===== src/rtl/sqrt_pkg.sv =====
// Shared types for the square-root dispatcher: FSM states, core mode codes
// and the queued operand layout {mode, data}.
package sqrt_pkg;

  localparam int DATA_W = 16;
  localparam int OPND_W = DATA_W + 1;

  localparam logic [2:0] MODE_PAPER   = 3'd0;
  localparam logic [2:0] MODE_RESTORE = 3'd1;

  typedef enum logic [1:0] {
    ST_IDLE  = 2'd0,
    ST_START = 2'd1,
    ST_WAIT  = 2'd2
  } state_e;

  typedef struct packed {
    logic              mode;
    logic [DATA_W-1:0] data;
  } operand_t;

  // Map the one-bit stream mode onto the core's three-bit algorithm select.
  function automatic logic [2:0] core_mode_of(input logic mode);
    return mode ? MODE_RESTORE : MODE_PAPER;
  endfunction

endpackage


===== src/rtl/sqrt_fifo.sv =====
// Operand queue: DEPTH entries (power of two), pointers carry one extra bit
// so that full and empty are told apart. Head is read combinationally so the
// dispatcher can load it into its operand register on the pop edge.
module sqrt_fifo
  import sqrt_pkg::*;
#(
  parameter int DEPTH = 4,
  parameter int WIDTH = OPND_W
) (
  input  logic             clk,
  input  logic             rst_n,
  input  logic             i_push,
  input  logic [WIDTH-1:0] i_data,
  input  logic             i_pop,
  output logic [WIDTH-1:0] o_data,
  output logic             o_full,
  output logic             o_empty
);

  localparam int AW = (DEPTH > 1) ? $clog2(DEPTH) : 1;

  logic [WIDTH-1:0] r_mem [DEPTH];
  logic [AW:0]      r_wr_ptr;
  logic [AW:0]      r_rd_ptr;
  logic             w_push_ok;
  logic             w_pop_ok;

  assign o_empty   = (r_wr_ptr == r_rd_ptr);
  assign o_full    = (r_wr_ptr[AW] != r_rd_ptr[AW]) &&
                     (r_wr_ptr[AW-1:0] == r_rd_ptr[AW-1:0]);
  assign w_push_ok = i_push && !o_full;
  assign w_pop_ok  = i_pop && !o_empty;
  assign o_data    = r_mem[r_rd_ptr[AW-1:0]];

  // Storage array: written on an accepted push, contents need no reset.
  always_ff @(posedge clk) begin
    if (w_push_ok) begin
      r_mem[r_wr_ptr[AW-1:0]] <= i_data;
    end
  end

  // Pointer update; push and pop in the same cycle both advance.
  always_ff @(posedge clk or negedge rst_n) begin
    if (!rst_n) begin
      r_wr_ptr <= '0;
      r_rd_ptr <= '0;
    end else begin
      if (w_push_ok) r_wr_ptr <= r_wr_ptr + {{AW{1'b0}}, 1'b1};
      if (w_pop_ok)  r_rd_ptr <= r_rd_ptr + {{AW{1'b0}}, 1'b1};
    end
  end

endmodule


===== src/rtl/sqrt_dispatch.sv =====
// Square-root dispatcher: queues operands, feeds them one at a time to an
// external square-root core and presents results on a valid/ready stream.
// Optional build macro SQRT_DISPATCH_TIMEOUT_EN adds a WAIT-state watchdog
// that aborts a core run after TIMEOUT_CYCLES and pulses err_timeout.
module sqrt_dispatch
  import sqrt_pkg::*;
#(
  parameter int FIFO_DEPTH     = 4,
  parameter int TIMEOUT_CYCLES = 31
) (
  input  logic              clk,
  input  logic              rst_n,
  input  logic              in_valid,
  output logic              in_ready,
  input  logic [DATA_W-1:0] in_data,
  input  logic              in_mode,
  output logic              core_start,
  output logic [DATA_W-1:0] core_data,
  output logic [2:0]        core_mode,
  input  logic [DATA_W-1:0] core_root,
  input  logic [DATA_W-1:0] core_rem,
  input  logic              core_finish,
  output logic              out_valid,
  input  logic              out_ready,
  output logic [DATA_W-1:0] out_root,
  output logic [DATA_W-1:0] out_rem,
  output logic              out_mode,
  output logic              busy,
  output logic              err_timeout
);

  state_e            r_state;
  state_e            w_state_next;
  operand_t          r_operand;
  operand_t          w_head;
  logic              w_fifo_full;
  logic              w_fifo_empty;
  logic              w_pop;
  logic              w_capture;
  logic              r_out_valid;
  logic [DATA_W-1:0] r_out_root;
  logic [DATA_W-1:0] r_out_rem;
  logic              r_out_mode;

  sqrt_fifo #(
    .DEPTH (FIFO_DEPTH),
    .WIDTH (OPND_W)
  ) u_fifo (
    .clk     (clk),
    .rst_n   (rst_n),
    .i_push  (in_valid),
    .i_data  ({in_mode, in_data}),
    .i_pop   (w_pop),
    .o_data  (w_head),
    .o_full  (w_fifo_full),
    .o_empty (w_fifo_empty)
  );

  assign in_ready = !w_fifo_full;

`ifdef SQRT_DISPATCH_TIMEOUT_EN
  localparam int TO_W = $clog2(TIMEOUT_CYCLES + 1);
  localparam logic [TO_W-1:0] TO_LAST = TO_W'(TIMEOUT_CYCLES - 1);

  logic [TO_W-1:0] r_to_cnt;
  logic            r_err_timeout;
  logic            w_timeout_hit;
`endif

  // State register.
  always_ff @(posedge clk or negedge rst_n) begin
    if (!rst_n) begin
      r_state <= ST_IDLE;
    end else begin
      r_state <= w_state_next;
    end
  end

  // Next-state and control: issue only while the output slot is empty, and
  // only listen to core_finish once the core has actually been started.
  always_comb begin
    w_state_next = r_state;
    w_pop        = 1'b0;
    w_capture    = 1'b0;
`ifdef SQRT_DISPATCH_TIMEOUT_EN
    w_timeout_hit = 1'b0;
`endif
    case (r_state)
      ST_IDLE: begin
        if (!w_fifo_empty && !r_out_valid) begin
          w_pop        = 1'b1;
          w_state_next = ST_START;
        end
      end
      ST_START: begin
        w_state_next = ST_WAIT;
      end
      ST_WAIT: begin
        if (core_finish) begin
          w_capture    = 1'b1;
          w_state_next = ST_IDLE;
        end
`ifdef SQRT_DISPATCH_TIMEOUT_EN
        else if (r_to_cnt == TO_LAST) begin
          w_timeout_hit = 1'b1;
          w_state_next  = ST_IDLE;
        end
`endif
      end
      default: begin
        w_state_next = ST_IDLE;
      end
    endcase
  end

  // Operand register: loaded on pop and held for the whole core run, since
  // the core reads core_data/core_mode combinationally until it finishes.
  always_ff @(posedge clk or negedge rst_n) begin
    if (!rst_n) begin
      r_operand <= '0;
    end else if (w_pop) begin
      r_operand <= w_head;
    end
  end

  // Result register: capture on finish, hold until the consumer takes it.
  always_ff @(posedge clk or negedge rst_n) begin
    if (!rst_n) begin
      r_out_valid <= 1'b0;
      r_out_root  <= '0;
      r_out_rem   <= '0;
      r_out_mode  <= 1'b0;
    end else if (w_capture) begin
      r_out_valid <= 1'b1;
      r_out_root  <= core_root;
      r_out_rem   <= core_rem;
      r_out_mode  <= r_operand.mode;
    end else if (r_out_valid && out_ready) begin
      r_out_valid <= 1'b0;
    end
  end

`ifdef SQRT_DISPATCH_TIMEOUT_EN
  // Watchdog: counts cycles spent in WAIT; the abort pulse lasts one cycle.
  always_ff @(posedge clk or negedge rst_n) begin
    if (!rst_n) begin
      r_to_cnt      <= '0;
      r_err_timeout <= 1'b0;
    end else begin
      r_err_timeout <= w_timeout_hit;
      if (r_state == ST_WAIT) begin
        r_to_cnt <= r_to_cnt + TO_W'(1);
      end else begin
        r_to_cnt <= '0;
      end
    end
  end

  assign err_timeout = r_err_timeout;
`else
  assign err_timeout = 1'b0;
`endif

  assign core_start = (r_state == ST_START);
  assign core_data  = r_operand.data;
  assign core_mode  = core_mode_of(r_operand.mode);
  assign busy       = (r_state != ST_IDLE);
  assign out_valid  = r_out_valid;
  assign out_root   = r_out_root;
  assign out_rem    = r_out_rem;
  assign out_mode   = r_out_mode;

endmodule


===== config.mk =====
export PLATFORM = sky130hd
export DESIGN_NAME = sqrt_dispatch
export DESIGN_NICKNAME = d
export VERILOG_FILES = /design/src/rtl/sqrt_pkg.sv /design/src/rtl/sqrt_fifo.sv /design/src/rtl/sqrt_dispatch.sv
export SDC_FILE = /design/constraint.sdc
export NUM_CORES = 1
export LEC_CHECK = 0
export BUFFER_PORTS_ARGS = -buffer_cell sky130_fd_sc_hd__buf_2
export CAP_MARGIN = 5
export CORE_UTILIZATION = 55
export CTS_BUF_LIST = sky130_fd_sc_hd__clkbuf_8
export DETAILED_ROUTE_END_ITERATION = 10
export PLACE_DENSITY = 0.81
export SETUP_SLACK_MARGIN = 0.05
export SLEW_MARGIN = 10
export SYNTH_ARGS = -nofsm -noshare
export SYNTH_HDL_FRONTEND = slang
export SYNTH_SLANG_ARGS = --single-unit

===== constraint.sdc =====
create_clock -name clk -period 2.4 [get_ports clk]
set_input_delay 0.72 -clock clk [delete_from_list [all_inputs] [get_ports clk]]
set_output_delay 0.72 -clock clk [all_outputs]
set_load 0.005 [all_outputs]

==> run metrics <==
Synth area leader edfxtp_1; Post-DRT Antenna Nets 0; status finished clean; #FFs+latches synth 127; CP max FO 5; routability cong. 0.688; Root Buffer clkbuf_8; TritonCTS clock tree done; Final Skew 0.0116 ns; Critical Path RT 1.68 ns; share of the synthesized area in the top cell type 41.1%; Worst-Skew Late Latency 0.41 ns; slowest CP cell dfrtp_1; grt total ovfl 0; first-pass iteration count of the detailed router 4; fin crit share 89.3%; vias in the first global route 2705; Initial Util 57.0%; Clock transition at path regs 0.07 ns; CP endpoint kind primary output; main area contributors after synthesis edfxtp_1 (41%), dfrtp_1 (30%), mux2_2 (7.5%), mux4_1 (4.2%), mux4_2 (4.1%); post-synth cell types 31; hpwl dp 5520 um; WL/cell 16.8 um; commonest cells after routing, fill and taps aside buf_2 (107), edfxtp_1 (68), dfrtp_1 (59); clk sinks 127; full die area 9420 um^2; crit path buf inv count 1; initial DRC count 78; PD cells 1340 nW/um^2; io pins 111; Port Buffers 107; Cell Area, Synth 4970 um^2; hold crit path type in2async; Via density 5.20; pins over their slew limit 0; Die W 97.1 um; synth warn 0; Fillers 597; register area 3520 um^2; Finished Layout Cells 491; vias post-DR 2551; Pleak 2.57 nW; crit path DAT 1.42 ns; family with the most delay on the worst path flip-flops; Setup CP Type reg2out; RR Endpoint core_data[15]; Setup Buffers After CTS 0; Tot Pwr 8.12 mW; Multi-input gate area 1350 um^2; initial antenna violation count 1; post-synthesis sequential area ratio 70.8%; RSZ-0062 raised after global routing no; crit-path cells xnor2_4, nand3_1, buf_2; r2r setup slk 0.54 ns; max-cap violations 0; Rows 34; R2R depth 3; post_cts resized 0; CP max stage delay 0.48 ns; share of cells above drive strength 1 54.2%; Peak Freq 466 MHz; Placed Cells 458; Max Root-Sink Buffers 2; gr usage total 19.2%; Reg2Reg Launch Point u_fifo.r_rd_ptr[0]; area of the core 8720 um^2; TritonCTS buffer count 17; DRT Wirelength 8270 um; final net count 428; Worst VDD drop 0.667 mV; synthesized instance count 243; CTS H-Tree Depth 4; Die Y 97.1 um; DRC Markers 0; CTS hold repair buffers 0; Fin. Hold Viols 0; most common cell after layout, fill and taps aside buf_2; first-pass GRT wire length 13500 um; Final setup viols 0; Fin Setup TNS 0 ns; P&R area growth vs syn 22.1%; CP startpoint kind flip-flop; minimum clock period 2.14 ns; Syn Area/Cell 20.5 um^2; largest net degree at the start of global routing 60
==> Yosys cell counts, drive strengths merged <==
library cell	number
and2	3
xor2	4
nor2b	1
conb	1
a311oi	1
nand3b	1
buf	11
or2	2
ha	5
mux2	52
inv	5
nor3b	1
or3	1
dfrtp	59
xnor2	4
nand3	1
a31oi	3
nand2	1
o21ai	1
clkbuf	1
edfxtp	68
mux4	17
==> per-stage QoR <==
step	util [%]	cell area (um^2)	worst slack (ns)	hold WS, ns
after floorplan	-	4980	0.200	0.424
final	69.6	6070	0.256	0.298
after detailed placement	64.8	5650	0.501	0.480
after CTS	69.6	6070	0.211	0.286
after global routing	69.6	6070	0.126	0.282
after global placement	64.8	5650	0.544	0.480
==> metal layers <==
metal  track usage, %  vias up  part of all wire [%]  wire (um)
met3             7.70        4                   7.2        595
met5                0        -                     0          0
met1             22.2     1276                    40       3340
met4             6.54        0                  0.48         40
li1                 -     1175                     -          -
met2             32.7       96                    52       4290
==> worst max-delay path by stage <==
| stage | from | endpoint | slack (ns) | cells past startpoint |
|---|---|---|---|---|
| after floorplan | u_fifo.r_rd_ptr[0] | u_fifo.r_mem[3][0] | 0.20 | 3 |
| after global placement | in_valid | u_fifo.r_mem[0][11] | 0.54 | 5 |
| after detailed placement | in_valid | u_fifo.r_mem[1][11] | 0.50 | 5 |
| after CTS | u_fifo.r_wr_ptr[1] | in_ready | 0.21 | 3 |
| after global routing | u_fifo.r_rd_ptr[2] | in_ready | 0.13 | 3 |
| final | u_fifo.r_wr_ptr[1] | in_ready | 0.26 | 3 |
==> report_power, final <==
group | switching, mW | leakage (nW) | internal, mW
Combinational | 1.19 | 1.03 | 1.56
Sequential | 0.377 | 1.32 | 3.12
Clock | 0.818 | 0.215 | 1.05
Total | 2.39 | 2.57 | 5.74
==> flip-flops by register name (all words and copies together) (netlist names) <==
signal and cells:
core_data 16, out_mode 1, out_rem 16, out_root 16, out_valid 1, r_operand 1
r_state 2, u_fifo.r_mem 68, u_fifo.r_rd_ptr 3, u_fifo.r_wr_ptr 3
==> cells by family after synthesis <==
family	count (synthesis)	synth area share [%]
compound gates	5	1.08
fa+ha+maj	5	1.26
mux	69	20.8
other cells	1	0.0754
xor+xnor	8	2.16
simple gates	11	1.46
flops	127	70.8
buf+inv	17	2.44
==> cell type report <==
cell class,instances,area share [%]
flip-flops and latches,127,58.0
multi-input cells,101,22.2
repair buffers,117,10.5
clock buffers,18,4.08
clock inverters,14,2.72
well taps,108,2.23
inverters,5,0.309
diodes,1,0.0412
(Power assumes the default switching activity.)
